## src/rtl/pic_pkg.sv

```systemverilog
// Shared types and constants for the 8259-compatible interrupt sequencer.
package pic_pkg;

  localparam int NUM_IR   = 8;
  localparam int LTIM_BIT = 3;
  localparam int AEOI_BIT = 1;

  typedef enum logic [1:0] {
    IDLE,
    ACK1,
    WAIT2,
    ACK2
  } seq_state_e;

  typedef enum logic [2:0] {
    ROT_AEOI_CLR = 3'b000,
    EOI_NS       = 3'b001,
    NOP          = 3'b010,
    EOI_SP       = 3'b011,
    ROT_AEOI_SET = 3'b100,
    ROT_NS       = 3'b101,
    SET_PRI      = 3'b110,
    ROT_SP       = 3'b111
  } ocw2_cmd_e;

  // Distance from the highest-priority level; smaller rank means higher priority.
  function automatic logic [2:0] pri_rank(input logic [2:0] level, input logic [2:0] lowest);
    return level - lowest - 3'd1;
  endfunction

endpackage

```

## src/rtl/priority_resolver.sv

```systemverilog
// Picks the highest-priority set bit of an 8-bit vector under a rotating
// priority order whose highest level is lowest_pri+1.
module priority_resolver
  import pic_pkg::*;
(
  input  logic [7:0] vec,
  input  logic [2:0] lowest_pri,
  output logic       valid,
  output logic [2:0] level
);

  logic [2:0] idx;

  // NOTE: every always_comb output gets a default first, so no latch is inferred.
  always_comb begin
    valid = 1'b0;
    level = 3'd0;
    idx   = 3'd0;
    // Scan from lowest to highest priority so the last hit is the winner.
    for (int i = NUM_IR - 1; i >= 0; i--) begin
      idx = lowest_pri + 3'd1 + 3'(i);
      if (vec[idx]) begin
        valid = 1'b1;
        level = idx;
      end
    end
  end

endmodule

```

## src/rtl/interrupt_sequencer.sv

```systemverilog
// IRR/ISR ownership, fully-nested priority, OCW2 commands and the 8086-mode
// two-pulse INTA sequence that places the vector on the data bus.
module interrupt_sequencer
  import pic_pkg::*;
(
  input  logic       clk,
  input  logic       reset,
  input  logic [7:0] IR,
  input  logic       INTA,
  input  logic [7:0] ICW1,
  input  logic [7:0] ICW2,
  input  logic [7:0] ICW4,
  input  logic [7:0] OCW1,
  input  logic [7:0] OCW2,
  input  logic [3:0] ICWFlags,
  input  logic       initStrobe,
  input  logic       ocw2Strobe,
  output logic       INT,
  output logic [7:0] dataOut,
  output logic       dataOutEnable,
  output logic [7:0] irrOut,
  output logic [7:0] isrOut
);

  seq_state_e state_q, state_d;
  logic [7:0] irr_q, irr_d, isr_q, isr_d, ir_prev_q, ir_prev_d;
  logic [7:0] data_out_q, data_out_d;
  logic [2:0] lowest_pri_q, lowest_pri_d, grant_q, grant_d;
  logic       grant_valid_q, grant_valid_d, inta_prev_q, inta_prev_d;
  logic       int_q, int_d, data_oe_q, data_oe_d, rot_aeoi_q, rot_aeoi_d;

  logic       req_valid, isr_valid, pending, initialized, inta_fall, inta_rise;
  logic [2:0] req_level, isr_level;
  logic [7:0] isr_set, isr_clr;
  logic       unused_cfg_bits;

  assign unused_cfg_bits = ^{ICW1[7:4], ICW1[2:0], ICW2[2:0], ICW4[7:2], ICW4[0], OCW2[4:3]};

  priority_resolver u_req_res (
    .vec        (irr_q & ~OCW1),
    .lowest_pri (lowest_pri_q),
    .valid      (req_valid),
    .level      (req_level)
  );

  priority_resolver u_isr_res (
    .vec        (isr_q),
    .lowest_pri (lowest_pri_q),
    .valid      (isr_valid),
    .level      (isr_level)
  );

  assign initialized = (ICWFlags == 4'b1111);
  assign inta_fall   = inta_prev_q & ~INTA;
  assign inta_rise   = ~inta_prev_q & INTA;
  assign pending     = req_valid &&
                       (!isr_valid || pri_rank(req_level, lowest_pri_q) < pri_rank(isr_level, lowest_pri_q));

  always_comb begin
    state_d       = state_q;
    lowest_pri_d  = lowest_pri_q;
    grant_d       = grant_q;
    grant_valid_d = grant_valid_q;
    data_out_d    = data_out_q;
    data_oe_d     = data_oe_q;
    rot_aeoi_d    = rot_aeoi_q;
    ir_prev_d     = IR;
    inta_prev_d   = INTA;
    isr_set       = '0;
    isr_clr       = '0;
    int_d         = pending & initialized & (state_q == IDLE);
    irr_d         = ICW1[LTIM_BIT] ? IR : ((irr_q | (IR & ~ir_prev_q)) & IR);

    if (ocw2Strobe) begin
      case (ocw2_cmd_e'(OCW2[7:5]))
        EOI_NS:       if (isr_valid) isr_clr[isr_level] = 1'b1;
        EOI_SP:       isr_clr[OCW2[2:0]] = 1'b1;
        ROT_NS: begin
          if (isr_valid) begin
            isr_clr[isr_level] = 1'b1;
            lowest_pri_d       = isr_level;
          end
        end
        ROT_SP: begin
          isr_clr[OCW2[2:0]] = 1'b1;
          lowest_pri_d       = OCW2[2:0];
        end
        SET_PRI:      lowest_pri_d = OCW2[2:0];
        ROT_AEOI_SET: rot_aeoi_d = 1'b1;
        ROT_AEOI_CLR: rot_aeoi_d = 1'b0;
        default:      ;
      endcase
    end

    case (state_q)
      IDLE: begin
        if (inta_fall) begin
          state_d       = ACK1;
          int_d         = 1'b0;
          grant_valid_d = initialized & req_valid;
          grant_d       = grant_valid_d ? req_level : 3'd7;
          if (grant_valid_d) begin
            isr_set[req_level] = 1'b1;
            irr_d[req_level]   = 1'b0;
          end
        end
      end
      ACK1:  if (inta_rise) state_d = WAIT2;
      WAIT2: begin
        if (inta_fall) begin
          state_d    = ACK2;
          data_out_d = {ICW2[7:3], grant_q};
          data_oe_d  = 1'b1;
        end
      end
      ACK2: begin
        if (inta_rise) begin
          state_d   = IDLE;
          data_oe_d = 1'b0;
          if (ICW4[AEOI_BIT] && grant_valid_q) begin
            isr_clr[grant_q] = 1'b1;
            if (rot_aeoi_q) lowest_pri_d = grant_q;
          end
        end
      end
      default: state_d = IDLE;
    endcase

    // A same-cycle acknowledge set beats any EOI clear of that bit.
    isr_d = (isr_q & ~isr_clr) | isr_set;

    if (initStrobe) begin
      state_d       = IDLE;
      irr_d         = '0;
      isr_d         = '0;
      lowest_pri_d  = 3'd7;
      grant_d       = 3'd0;
      grant_valid_d = 1'b0;
      data_out_d    = '0;
      data_oe_d     = 1'b0;
      rot_aeoi_d    = 1'b0;
      ir_prev_d     = '0;
      inta_prev_d   = 1'b1;
      int_d         = 1'b0;
    end
  end

  // NOTE: sequential state uses non-blocking assignments only.
  always_ff @(posedge clk or posedge reset) begin
    if (reset) begin
      state_q       <= IDLE;
      irr_q         <= '0;
      isr_q         <= '0;
      lowest_pri_q  <= 3'd7;
      grant_q       <= 3'd0;
      grant_valid_q <= 1'b0;
      data_out_q    <= '0;
      data_oe_q     <= 1'b0;
      rot_aeoi_q    <= 1'b0;
      ir_prev_q     <= '0;
      inta_prev_q   <= 1'b1;
      int_q         <= 1'b0;
    end else begin
      state_q       <= state_d;
      irr_q         <= irr_d;
      isr_q         <= isr_d;
      lowest_pri_q  <= lowest_pri_d;
      grant_q       <= grant_d;
      grant_valid_q <= grant_valid_d;
      data_out_q    <= data_out_d;
      data_oe_q     <= data_oe_d;
      rot_aeoi_q    <= rot_aeoi_d;
      ir_prev_q     <= ir_prev_d;
      inta_prev_q   <= inta_prev_d;
      int_q         <= int_d;
    end
  end

  assign INT           = int_q;
  assign dataOut       = data_out_q;
  assign dataOutEnable = data_oe_q;
  assign irrOut        = irr_q;
  assign isrOut        = isr_q;

endmodule
```

## config.mk

```make
export PLATFORM = sky130hd
export DESIGN_NAME = interrupt_sequencer
export DESIGN_NICKNAME = d
export VERILOG_FILES = /design/src/rtl/pic_pkg.sv /design/src/rtl/priority_resolver.sv /design/src/rtl/interrupt_sequencer.sv
export SDC_FILE = /design/constraint.sdc
export NUM_CORES = 1
export LEC_CHECK = 0
export ABC_AREA = 1
export ABC_CLOCK_PERIOD_IN_PS = 4400
export CAP_MARGIN = 40
export CORE_UTILIZATION = 47
export DETAILED_ROUTE_END_ITERATION = 8
export GPL_TIMING_DRIVEN = 1
export PLACE_DENSITY = 0.88
export SLEW_MARGIN = 5
export SYNTH_ARGS = -nofsm -noshare
export SYNTH_HDL_FRONTEND = slang
export SYNTH_SLANG_ARGS = --single-unit
```

## constraint.sdc

```tcl
create_clock -name clk -period 4.4 [get_ports clk]
set_clock_uncertainty 0.1 [all_clocks]
set_input_delay 0.88 -clock clk [delete_from_list [all_inputs] [get_ports clk]]
set_output_delay 0.88 -clock clk [all_outputs]
set_load 0.005 [all_outputs]
```

# Word-level counts from Yosys, hierarchy flattened
# Index checks and enable logic that the tools add are counted.
dict set report totals {
  word_cells 221
  inputBits 57
  ff_bits 45
}
dict set report op_classes {
  magnitude_cmp 17
  n_mux 123
  n_addsub 12
  n_reduce_logical 24
  n_eq_ne 14
  bitwise_logic 19
}
# op n
set ops {}
lappend ops {{two-way mux 8 bit} 18}
lappend ops {{two-way mux 3 bit} 27}
lappend ops {{binary-select mux 1 bit (select 3 bit)} 16}
lappend ops {{less-than comparator 3 x 4 -> 1 bit (second input constant)} 12}
lappend ops {{two-way mux 1 bit} 48}
lappend ops {{bitwise AND 8 bit} 5}
lappend ops {{inverter 8 bit} 4}
lappend ops {{OR 8 bit} 3}
lappend ops {{one-hot mux 8 bit (2 select lines)} 1}
lappend ops {{adder 3 bit (second input constant)} 4}
lappend ops {{demux 1 bit (select 3 bit)} 4}
lappend ops {{== test 3 bit (second input constant)} 4}
lappend ops {{greater-or-equal comparator 3 x 1 -> 1 bit (second input constant)} 4}
lappend ops {{!= test 3 bit (second input constant)} 4}
lappend ops {{two-way mux 2 bit} 5}
lappend ops {{one-hot mux 2 bit (4 select lines)} 1}
lappend ops {{nonzero test 2 bit} 4}
lappend ops {{adder 3 x 1 -> 3 bit (second input constant)} 2}
lappend ops {{adder 3 x 2 -> 3 bit (second input constant)} 2}
lappend ops {{logical AND 1 bit} 6}
lappend ops {{one-hot mux 3 bit (2 select lines)} 1}
lappend ops {{AND reduction 2 bit} 3}
lappend ops {{nonzero test 3 bit} 2}
lappend ops {{OR reduction 2 bit} 3}
lappend ops {{17 further kinds} 26}

# Depth between registers and ports, before layout
# Gate-level depths: netlist of the first run.
dict set report logic_depth {
  ltp_word 27
  mapped_depth 28
  ltp_nobuf 26
}

# Cells and area by module
# A second synthesis of the first run with hierarchy kept.
dict set report unflattened {
  cells_unflattened 676
  area_unflattened_um2 4132.7
}
# mod seq_area_each_um2 instances cells_each area_each_um2
set modules_own_cells {}
lappend modules_own_cells {interrupt_sequencer 1131.1 1 360 2651.3}
lappend modules_own_cells {priority_resolver 0.0 2 158 740.7}

# Least setup slack after synthesis of the first run
# No wires, ideal clock.
dict set report synth_timing {
  path_type {reg2reg}
  from {register lowest_pri_q[0]}
  to {register int_q, in the netlist INT}
  synth_period_minus_slack_ps 4067
  stages_incl_launch_ff 26
  setup_slack_ps 333
  path_buffers 3
  setup_time_ps 94
  t_arrival_ps 3873
  path_cell_list {dfstp_2 inv_2 buf_4 ha_1 buf_6 nand2_1 nand2_4 buf_6 nand2_2 o21ai_2 mux2i_1 nor2_1 o21ai_1 nand2_1 nand2_1 nand2_1 nand2_2 nand2_2 ha_1 fa_1 xnor2_1 xor2_1 ha_1 a21oi_1 nand2_1 a211oi_1}
}
dict set report synth_between {
  elab_chain_len 22
}
# item line_no
set synth_rtl {}
lappend synth_rtl {{start, declared} interrupt_sequencer.sv:28} ;# logic [2:0] lowest_pri_q, lowest_pri_d, grant_q, grant_d;
lappend synth_rtl {{start signal, assigned} interrupt_sequencer.sv:167} ;# lowest_pri_q <= lowest_pri_d;
lappend synth_rtl {{adder 3 x 1 -> 3 bit} priority_resolver.sv:21} ;# idx = lowest_pri + 3'd1 + 3'(i);
lappend synth_rtl {{adder 3 bit} priority_resolver.sv:21}
lappend synth_rtl {{binary-select mux 1 bit (select 3 bit)} priority_resolver.sv:22} ;# if (vec[idx]) begin
lappend synth_rtl {{two-way mux 1 bit (implied by the code)} priority_resolver.sv:22}
lappend synth_rtl {{two-way mux 3 bit (8 in series)} priority_resolver.sv:22}
lappend synth_rtl {{subtractor 3 bit} pic_pkg.sv:28} ;# return level - lowest - 3'd1;
lappend synth_rtl {{subtractor 3 x 1 -> 3 bit} pic_pkg.sv:28}
lappend synth_rtl {{less-than comparator 3 bit} interrupt_sequencer.sv:57} ;# (!isr_valid || pri_rank(req_level, lowest_pri_q) < pri_rank(isr_level, lowest_pri_q));
lappend synth_rtl {{logical OR 1 bit} interrupt_sequencer.sv:57}
lappend synth_rtl {{logical AND 1 bit *} interrupt_sequencer.sv:56} ;# assign pending = req_valid &&
lappend synth_rtl {{bitwise AND 1 bit * (2 in series)} interrupt_sequencer.sv:71} ;# int_d = pending & initialized & (state_q == IDLE);
lappend synth_rtl {{two-way mux 1 bit} interrupt_sequencer.sv:97} ;# if (inta_fall) begin
lappend synth_rtl {{two-way mux 1 bit *} interrupt_sequencer.sv:95} ;# case (state_q)
lappend synth_rtl {{two-way mux 1 bit *} interrupt_sequencer.sv:132} ;# if (initStrobe) begin
lappend synth_rtl {{via int_d} interrupt_sequencer.sv:30} ;# logic int_q, int_d, data_oe_q, data_oe_d, rot_aeoi_q, rot_aeoi_d;
lappend synth_rtl {{end signal, assigned} interrupt_sequencer.sv:175} ;# int_q <= int_d;
lappend synth_rtl {{end, declared} interrupt_sequencer.sv:30}
# Mark *: on every way through the listed nets, which the timed path passes. The rest lies on a longest branch. The select of a mux whose other input is x is not followed.
# A chain may end at the register's enable or synchronous reset.

# Worst setup path after layout of the first run
dict set report layout_timing {
  from {input OCW1[5]}
  to {register int_q, in the netlist INT}
}
dict set report layout_between {
  elab_chain_len 22
}
# item line_no
set layout_rtl {}
lappend layout_rtl {{start, declared} interrupt_sequencer.sv:13} ;# input logic [7:0] OCW1,
lappend layout_rtl {{inverter 8 bit *} interrupt_sequencer.sv:40} ;# .vec (irr_q & ~OCW1),
lappend layout_rtl {{bitwise AND 8 bit *} interrupt_sequencer.sv:40}
lappend layout_rtl {{binary-select mux 1 bit (select 3 bit)} priority_resolver.sv:22}
lappend layout_rtl {{two-way mux 1 bit (implied by the code)} priority_resolver.sv:22}
lappend layout_rtl {{two-way mux 3 bit (8 in series)} priority_resolver.sv:22}
lappend layout_rtl {{subtractor 3 bit} pic_pkg.sv:28}
lappend layout_rtl {{subtractor 3 x 1 -> 3 bit} pic_pkg.sv:28}
lappend layout_rtl {{less-than comparator 3 bit} interrupt_sequencer.sv:57}
lappend layout_rtl {{logical OR 1 bit} interrupt_sequencer.sv:57}
lappend layout_rtl {{logical AND 1 bit *} interrupt_sequencer.sv:56}
lappend layout_rtl {{bitwise AND 1 bit * (2 in series)} interrupt_sequencer.sv:71}
lappend layout_rtl {{two-way mux 1 bit} interrupt_sequencer.sv:97}
lappend layout_rtl {{two-way mux 1 bit *} interrupt_sequencer.sv:95}
lappend layout_rtl {{two-way mux 1 bit *} interrupt_sequencer.sv:132}
lappend layout_rtl {{via int_d} interrupt_sequencer.sv:30}
# Marks and branches as above.

==> Flow_metrics.wiki, run 1 <==
{| class="wikitable"
! Metric !! Value
|-
| Wirelength per Cell || 14.9 um
|-
| P&R area growth vs syn || 23.3%
|-
| CP arrival || 4300 ps
|-
| Total clock buffers created by CTS || 5
|-
| Diode insertion count for antenna repair || 0
|-
| Placement row count || 33
|-
| Start-to-end type of the worst setup path || in -> reg
|-
| Power per cell area || roughly 340 mW/mm2
|-
| Placeable Area || 0.00822 mm2
|-
| Top-level I/O count || 83
|-
| Detail Placement HPWL || 9.10 mm
|-
| Number of max-cap violations || 0
|-
| Vias per inst || between 5 and 6
|-
| TritonCTS clock tree || done
|-
| Final setup violating endpoints || 0
|-
| Number of failing hold endpoints at the final stage || 0
|-
| Number of synthesized flops with an enable pin || 0
|-
| Cell with the largest stage delay on the worst path || sky130_fd_sc_hd__clkdlybuf4s50_1
|-
| Final slew viol count || 0
|-
| Max-slew headroom || 0.470
|-
| Seq/Total Area, Yosys || 0.283
|-
| Ranking of synthesized cells by area || sky130_fd_sc_hd__dfrtp_1 (26%), sky130_fd_sc_hd__nand2_1 (23%), sky130_fd_sc_hd__inv_1 (5.9%)
|-
| Cell type with the largest total area after synthesis || sky130_fd_sc_hd__dfrtp_1
|-
| CTS sink cnt || 45
|-
| Clk Tree Root Cell || sky130_fd_sc_hd__clkbuf_8
|-
| Synth top area share || 0.256
|-
| Number of input and output port buffers inserted || 63
|-
| Largest net degree at the start of global routing || 46
|-
| Unique masters post-synth || between 40 and 50
|-
| Number of antenna-violating nets in the routed design || 0
|-
| Die width || between 90 and 100 um
|-
| H-tree levels || 2
|-
| Async set-reset flop share out of synthesis || 1.00
|-
| Post-detailed-routing wire length || 11.9 mm
|-
| RSZ-0062 raised after global routing || no
|-
| Critical path launch point type || input port
|-
| Leakage power total || around 0.0025 uW
|-
| Gate count after technology mapping || 619
|-
| Syn nets || 689
|-
| Starting utilization of the core area || 0.487
|-
| Routed vias || 4441
|-
| Deepest clock path buffer count || 2
|-
| Final weighted congestion in routability-driven placement || ~0.9
|-
| Count of synthesis-stage warnings from yosys || 0
|-
| Time the worst path needs with I/O delays and setup || ~4200 ps
|-
| Clock network latency to the later pin of the worst-skew pair || 310 ps
|-
| Overflow left after global routing || 0
|-
| Wire length of the first global-routing pass || 19.5 mm
|-
| DR iter-0 viols || 245
|-
| Worst hold margin || around 320 ps
|-
| Ranking of synthesized cells by instance count || sky130_fd_sc_hd__nand2_1 (242), sky130_fd_sc_hd__inv_1 (63), sky130_fd_sc_hd__nand3_1 (46), sky130_fd_sc_hd__dfrtp_1 (41), sky130_fd_sc_hd__nor2_1 (36)
|-
| Cells along the critical path || clkdlybuf4s50_1 -> inv_1 -> nand2_1 -> o21ai_2 -> nand2_1 -> o21ai_1 -> mux2i_1 -> nor2_1 -> o21ai_1 -> nand2_1 -> nand2_1 -> nand2_1 -> nand2_2 -> nand2_2 -> ha_1 -> fa_2 -> xnor2_2 -> xor2_1 -> ha_1 -> a21oi_2 -> nand2_1 -> a211oi_2
|-
| Clock input transition at the sequential cells of the worst setup and hold paths || about 80 ps
|-
| Number of antenna violations at the first check in global routing || 0
|-
| Final-layout setup total negative slack || 0 ps
|-
| Worst slew pin tran || 793 ps
|-
| Crit end category || register
|-
| DRC viols || 0
|-
| Layout cell share with drive strength beyond 1 || 0.150
|-
| Area of the mapped netlist || roughly 0.004 mm2
|-
| Number of global-route vias before repair || 4256
|-
| Required time of the critical path || 4500 ps
|-
| Kind of cell with the highest combined delay on the critical path || adder cells
|-
| Die ar. || about 0.0089 mm2
|-
| Fraction of the cycle the final worst path needs || 0.955
|-
| Main synth FF type || sky130_fd_sc_hd__dfrtp_1
|-
| Number of detailed-routing iterations run before antenna repair || 5
|-
| Critical path buffer and inverter count || 2
|-
| Maximum vdd ir drop || 0.000283 V
|-
| Total Routing Usage GR || 0.277
|-
| Register bit count reported by yosys || 45
|-
| Result of the run || complete, no violations
|-
| Synth Area per Inst || 6.46 um2
|-
| Classification of the worst-slack hold path || reg -> reg
|-
| Longest individual stage delay on the worst path || about 480 ps
|-
| Die boundary height || approximately 94 um
|-
| CP most frequent cell || sky130_fd_sc_hd__nand2_1
|-
| Most frequently used cell type in the post-synthesis netlist || sky130_fd_sc_hd__nand2_1
|-
| Fmax achieved || between 200 and 250 MHz
|-
| Maximum net fanout on the critical path || 3
|-
| NumNets Final || 762
|}
==> logic make-up after synthesis <==
| group | count (synthesis) | share of synthesized area |
|---|---|---|
| AND/OR/NAND/NOR | 367 | 0.396 |
| AO/OA/AOI/OAI | 100 | 0.164 |
| buffers and inverters | 89 | 0.103 |
| flip-flops | 45 | 0.283 |
| adder cells (fa/ha/maj) | 13 | 0.0444 |
| XOR/XNOR | 4 | 0.00876 |
| multiplexers | 1 | 0.00250 |
==> worst paths after layout <==
path,depth (start not counted),startpoint,endpoint,slack (ps)
worst max register to register,22,lowest_pri_q[1],INT,200
max in group asynchronous,3,reset,lowest_pri_q[1],2890
min in group asynchronous,3,reset,irrOut[5],920
worst min register to register,1,ir_prev_q[2],irrOut[2],320
worst max-delay path,22,OCW1[5],INT,200
worst min-delay path,1,ir_prev_q[2],irrOut[2],320
==> metal layers <==
metal,up-vias,wire [um],track usage,part of all wire
met4,0,368,0.0910,0.031
met5,-,0,0,0
li1,2137,-,-,-
met1,2014,4760,0.343,0.40
met2,249,5830,0.490,0.49
met3,41,924,0.0396,0.078
==> per-stage QoR <==
| stage | util | cell area [um2] | std cells | total power [uW] | setup slack, ps |
|---|---|---|---|---|---|
| after floorplan | - | 4000 | 619 | 1070 | 333 |
| after global placement | 0.581 | 4770 | 789 | 1300 | -28.9 |
| after detailed placement | 0.581 | 4770 | 789 | 1340 | -261 |
| after CTS | 0.593 | 4870 | 797 | 1620 | 6.63 |
| after global routing | 0.601 | 4930 | 798 | 1780 | 1.15 |
| final | 0.601 | 4930 | 798 | 1660 | 197 |
==> worst reg2reg max path, cell delays in order (launching register included) <==
cell and delay, ps:
sky130_fd_sc_hd__dfstp_2 620, sky130_fd_sc_hd__ha_2 230, sky130_fd_sc_hd__inv_1 70, sky130_fd_sc_hd__nand2_1 120, sky130_fd_sc_hd__nand2_2 130, sky130_fd_sc_hd__nand2_1 100, sky130_fd_sc_hd__nand2_2 100, sky130_fd_sc_hd__nand2_1 140
sky130_fd_sc_hd__nand2_1 110, sky130_fd_sc_hd__nor2_2 160, sky130_fd_sc_hd__nand2_1 70, sky130_fd_sc_hd__nand2_1 60, sky130_fd_sc_hd__nand3_1 70, sky130_fd_sc_hd__nand2_1 120, sky130_fd_sc_hd__inv_2 70, sky130_fd_sc_hd__ha_1 200
sky130_fd_sc_hd__fa_1 440, sky130_fd_sc_hd__xnor2_2 160, sky130_fd_sc_hd__xor2_1 180, sky130_fd_sc_hd__ha_1 330, sky130_fd_sc_hd__a21oi_2 160, sky130_fd_sc_hd__nand2_1 80, sky130_fd_sc_hd__a211oi_2 280
==> flip-flops by register name, summed over array words and instances (netlist names) <==
register and flops:
INT 1, dataOut 8, dataOutEnable 1, grant_q 3, grant_valid_q 1, inta_prev_q 1
ir_prev_q 8, irrOut 8, isrOut 8, lowest_pri_q 3, rot_aeoi_q 1, state_q 2
==> placed cells by master, fill, tap and decap left out, drive strengths merged, types with 3 or more instances in the layout <==
master and count:
nand2 263, nand4 8, nor3 3, clkdlybuf4s50 63
buf 20, ha 11, inv 71, nor2 43
clkinv 3, clkbuf 6, a21oi 39, nand3 48
dfstp 4, o211ai 6, dfrtp 41, a21boi 3
o21ai 41
==> repair_timing <==
| action | in CTS | in global routing |
|---|---|---|
| hold buffers | 0 | 0 |
| setup buffers | 0 | 1 |
| setup endpoints to repair | 1 | 1 |
| endpoints found under the hold margin | 0 | 0 |
| cloned | 0 | 0 |
| resized for setup | 1 | 12 |
| pin swaps | 0 | 2 |
==> where the power goes <==
group	total (uW)	internal [uW]	switching, uW
Clock	276	127	148
Sequential	504	458	46.1
Combinational	884	344	540
Total	1660	929	735
==> layout make-up <==
class                   instances  area [um2]
fillers                       761        3280
multi-input cells             485        2520
flip-flops and latches         45        1130
repair buffers                 83         781
inverters                      72         275
well taps                     105         131
clock buffers                   6        82.6
clock inverters                 2        13.8
(Power assumes the default switching activity.)
==> run 2: changes to the inputs <==
- ABC_AREA: 1 -> unset
- CORE_ASPECT_RATIO: unset -> 1.75
- CORE_UTILIZATION: 47 -> 48
- PLACE_DENSITY: 0.88 -> 0.89
- SETUP_SLACK_MARGIN: unset -> 0.1
==> Flow_metrics.wiki, run 2 <==
{| class="wikitable"
! Metric !! Value
|-
| Final slew viol count || 0
|-
| Count of fill cells added during filler insertion || approximately 600
|-
| Violations in the final reports || setup timing
|-
| Placement-stage cell area || 0.00570 mm2
|-
| NumNets Final || a little under 700
|-
| Wire length of the first global-routing pass || 24.1 mm
|-
| Number of antenna violations at the first check in global routing || 0
|-
| Main synth FF type || sky130_fd_sc_hd__dfrtp_1
|-
| Die width || between 70 and 80 um
|-
| Top-level I/O count || between 80 and 90
|-
| FF+latch area || ~0.0011 mm2
|-
| Maximum vdd ir drop || 0.000334 V
|-
| Crit end category || register
|-
| Seq/Total Area, Yosys || 0.259
|-
| Longest individual stage delay on the worst path || around 570 ps
|-
| Hold bufs inserted after CTS || 0
|-
| Fmax achieved || roughly 220 MHz
|-
| Hold Path Cell Cnt || 2
|-
| Leakage power total || 0.00268 uW
|-
| Maximum net fanout on the critical path || 7
|-
| Power per cell area || between 300 and 400 mW/mm2
|-
| Largest net degree at the start of global routing || 46
|-
| Overflow left after global routing || 0
|-
| Ranking of synthesized cells by area || sky130_fd_sc_hd__dfrtp_1 (23%), sky130_fd_sc_hd__mux4_2 (9.3%), sky130_fd_sc_hd__nand2_1 (5.7%)
|-
| Most common library cell in the layout ignoring fill and taps || sky130_fd_sc_hd__buf_4
|-
| Number of instances in the placed design || 717
|-
| Number of detailed-routing iterations run before antenna repair || 5
|-
| Area of the mapped netlist || roughly 0.0044 mm2
|-
| Vias per inst || 6.40
|-
| Deepest clock path buffer count || 2
|-
| Clock input transition at the sequential cells of the worst setup and hold paths || 70 ps
|-
| P&R area growth vs syn || 40.5%
|-
| Cells along the critical path || buf_6 -> inv_6 -> ha_4 -> mux4_2 -> mux2_4 -> a2bb2oi_2 -> a21oi_1 -> o311a_1 -> o221ai_4 -> inv_2 -> fa_2 -> xor2_1 -> xnor2_1 -> ha_1 -> a21oi_2 -> nor2_1 -> nor4b_2 -> and3_1
|-
| Cell type with the largest total area after synthesis || sky130_fd_sc_hd__dfrtp_1
|-
| Number of max-cap violations || 0
|-
| RSZ-0062 raised after global routing || yes
|-
| Required time of the critical path || 4540 ps
|-
| Placeable Area || 0.00878 mm2
|-
| Number of synthesized flops with an enable pin || 0
|-
| Area occupied by multi-input gates || 0.00328 mm2
|-
| Die ar. || approximately 0.0095 mm2
|-
| Minimum setup slack in the final design || -67.8 ps
|-
| Clock network latency to the later pin of the worst-skew pair || ~300 ps
|-
| TritonCTS clock tree || done
|-
| Layout cell share with drive strength beyond 1 || 0.316
|-
| Gate count after technology mapping || 483
|-
| Kind of cell with the highest combined delay on the critical path || adder cells
|-
| Depth of the worst register-to-register path || 18
|-
| Fraction of the cycle the final worst path needs || 1.02
|-
| Count of synthesis-stage warnings from yosys || 0
|-
| Async set-reset flop share out of synthesis || 1.00
|-
| Detail Placement HPWL || about 11 mm
|-
| Number of input and output port buffers inserted || 63
|-
| Register bit count reported by yosys || 45
|-
| Wirelength per Cell || approximately 21 um
|-
| Number of failing hold endpoints at the final stage || 0
|-
| Number of antenna-violating nets in the routed design || 0
|-
| Number of global-route vias before repair || 4914
|-
| Final non-filler cell area || just over 0.006 mm2
|-
| Diode insertion count for antenna repair || 0
|-
| DRC viols || 0
|-
| Clk Tree Root Cell || sky130_fd_sc_hd__clkbuf_16
|-
| Total Routing Usage GR || 0.338
|-
| Final cell count without fillers || 738
|-
| DR iter-0 viols || 361
|-
| Post-detailed-routing wire length || 15.6 mm
|-
| Result of the run || finished, violations left
|-
| Ranking of synthesized cells by instance count || sky130_fd_sc_hd__nand2_1 (67), sky130_fd_sc_hd__nor2_1 (45), sky130_fd_sc_hd__dfrtp_1 (41), sky130_fd_sc_hd__a21oi_1 (30), sky130_fd_sc_hd__nor2b_1 (19)
|-
| Final weighted congestion in routability-driven placement || between 0.9 and 1
|-
| CP arrival || 4610 ps
|-
| Critical path buffer and inverter count || 3
|-
| Most frequently used cell type in the post-synthesis netlist || sky130_fd_sc_hd__nand2_1
|-
| Time the worst path needs with I/O delays and setup || between 4000 and 5000 ps
|-
| Unique masters post-synth || between 90 and 100
|-
| Total clock buffers created by CTS || 5
|-
| Synth Area per Inst || 9.06 um2
|-
| Critical path launch point type || register
|-
| Final setup violating endpoints || 1
|-
| Cell with the largest stage delay on the worst path || sky130_fd_sc_hd__mux4_2
|-
| Worst slew pin tran || 659 ps
|-
| H-tree levels || 2
|-
| CTS sink cnt || between 40 and 50
|-
| Routed vias || 4724
|-
| Synth top area share || 0.235
|-
| Start-to-end type of the worst setup path || reg -> reg
|-
| Placement row count || 45
|-
| Cell depth of the worst setup path || 18
|-
| Commonest cells after routing, fill and taps aside || sky130_fd_sc_hd__buf_4 (89), sky130_fd_sc_hd__nand2_1 (67), sky130_fd_sc_hd__clkdlybuf4s50_1 (55)
|-
| Syn nets || roughly 550
|-
| Die boundary height || 128 um
|-
| Classification of the worst-slack hold path || reg -> reg
|-
| Starting utilization of the core area || 0.498
|-
| Max-slew headroom || 0.560
|}
## run 2: cell count changes in the layout (fill, tap and decap cells not counted), moves of 8 or more
| cell | change |
|---|---|
| sky130_fd_sc_hd__o21ai_1 | -10 |
| sky130_fd_sc_hd__o22ai_1 | +8 |
| sky130_fd_sc_hd__nand2b_1 | +8 |
| sky130_fd_sc_hd__clkdlybuf4s50_1 | -8 |
| sky130_fd_sc_hd__nand2_2 | -20 |
| sky130_fd_sc_hd__nor2b_1 | +14 |
| sky130_fd_sc_hd__buf_4 | +69 |
| sky130_fd_sc_hd__nand3_1 | -33 |
| sky130_fd_sc_hd__o21ai_2 | -8 |
| sky130_fd_sc_hd__inv_1 | -51 |
| sky130_fd_sc_hd__nand2_1 | -172 |
| sky130_fd_sc_hd__mux4_2 | +19 |
## run 2: cell type report
type | instances | area share
repair buffers | 156 | 0.219
inverters | 17 | 0.0116
clock inverters | 3 | 0.00794
flip-flops and latches | 45 | 0.184
clock buffers | 5 | 0.0204
multi-input cells | 395 | 0.533
well taps | 117 | 0.0238
## run 2: routing by layer
metal  track usage  routed length (um)  vias to the layer above
li1              -                   -                     2097
met1         0.346                5150                     2270
met2         0.608                8430                      264
met3        0.0307                 811                       93
met4         0.259                1250                        0
met5             0                   0                        -
## run 2: kinds of logic after synthesis
logic type / share of synthesized area
simple gates: 0.254
buf+inv: 0.0495
flops: 0.259
xor+xnor: 0.0338
mux: 0.158
fa+ha+maj: 0.0406
compound gates: 0.206
## run 2: worst paths after layout
| check | from | to | slack, ps |
|---|---|---|---|
| max | lowest_pri_q[0] | INT | -70 |
| max in group asynchronous | reset | isrOut[5] | 2860 |
| min in group asynchronous | reset | ir_prev_q[4] | 930 |
| min reg2reg | dataOut[5] | dataOut[5] | 390 |
| min | dataOut[5] | dataOut[5] | 390 |
| max reg2reg | lowest_pri_q[0] | INT | -70 |
## run 2: metrics by stage
step | hold slack (ps) | util | total power, uW | worst slack [ps] | TNS (ps)
4_1_cts | 387 | 0.686 | 1810 | -68.8 | -68.8
3_3_place_gp | 356 | 0.649 | 1290 | -438 | -438
2_1_floorplan | 363 | - | 1010 | -119 | -119
3_5_place_dp | 367 | 0.649 | 1310 | -504 | -504
6_report | 387 | 0.700 | 1870 | -67.8 | -67.8
5_1_grt | 414 | 0.700 | 1940 | -241 | -241
## run 2: worst reg2reg max path, delay by kind of cell, from the launching register on
family | cells | cell delay [ps]
compound gates | 5 | 830
fa+ha+maj | 3 | 950
simple gates | 3 | 490
buf+inv | 3 | 230
xor+xnor | 2 | 390
flops | 1 | 560
mux | 2 | 870
## run 2: where the power goes
part / internal, uW / switching (uW)
logic: 449 / 489
registers: 447 / 43.0
clock network: 272 / 174
total: 1170 / 706
## run 2: timing repair
action	CTS	global route
cloned	0	0
hold endpoints to repair	0	0
pin swaps	14	11
resized for setup	32	14
buffers inserted	6	7
setup endpoints to repair	1	1
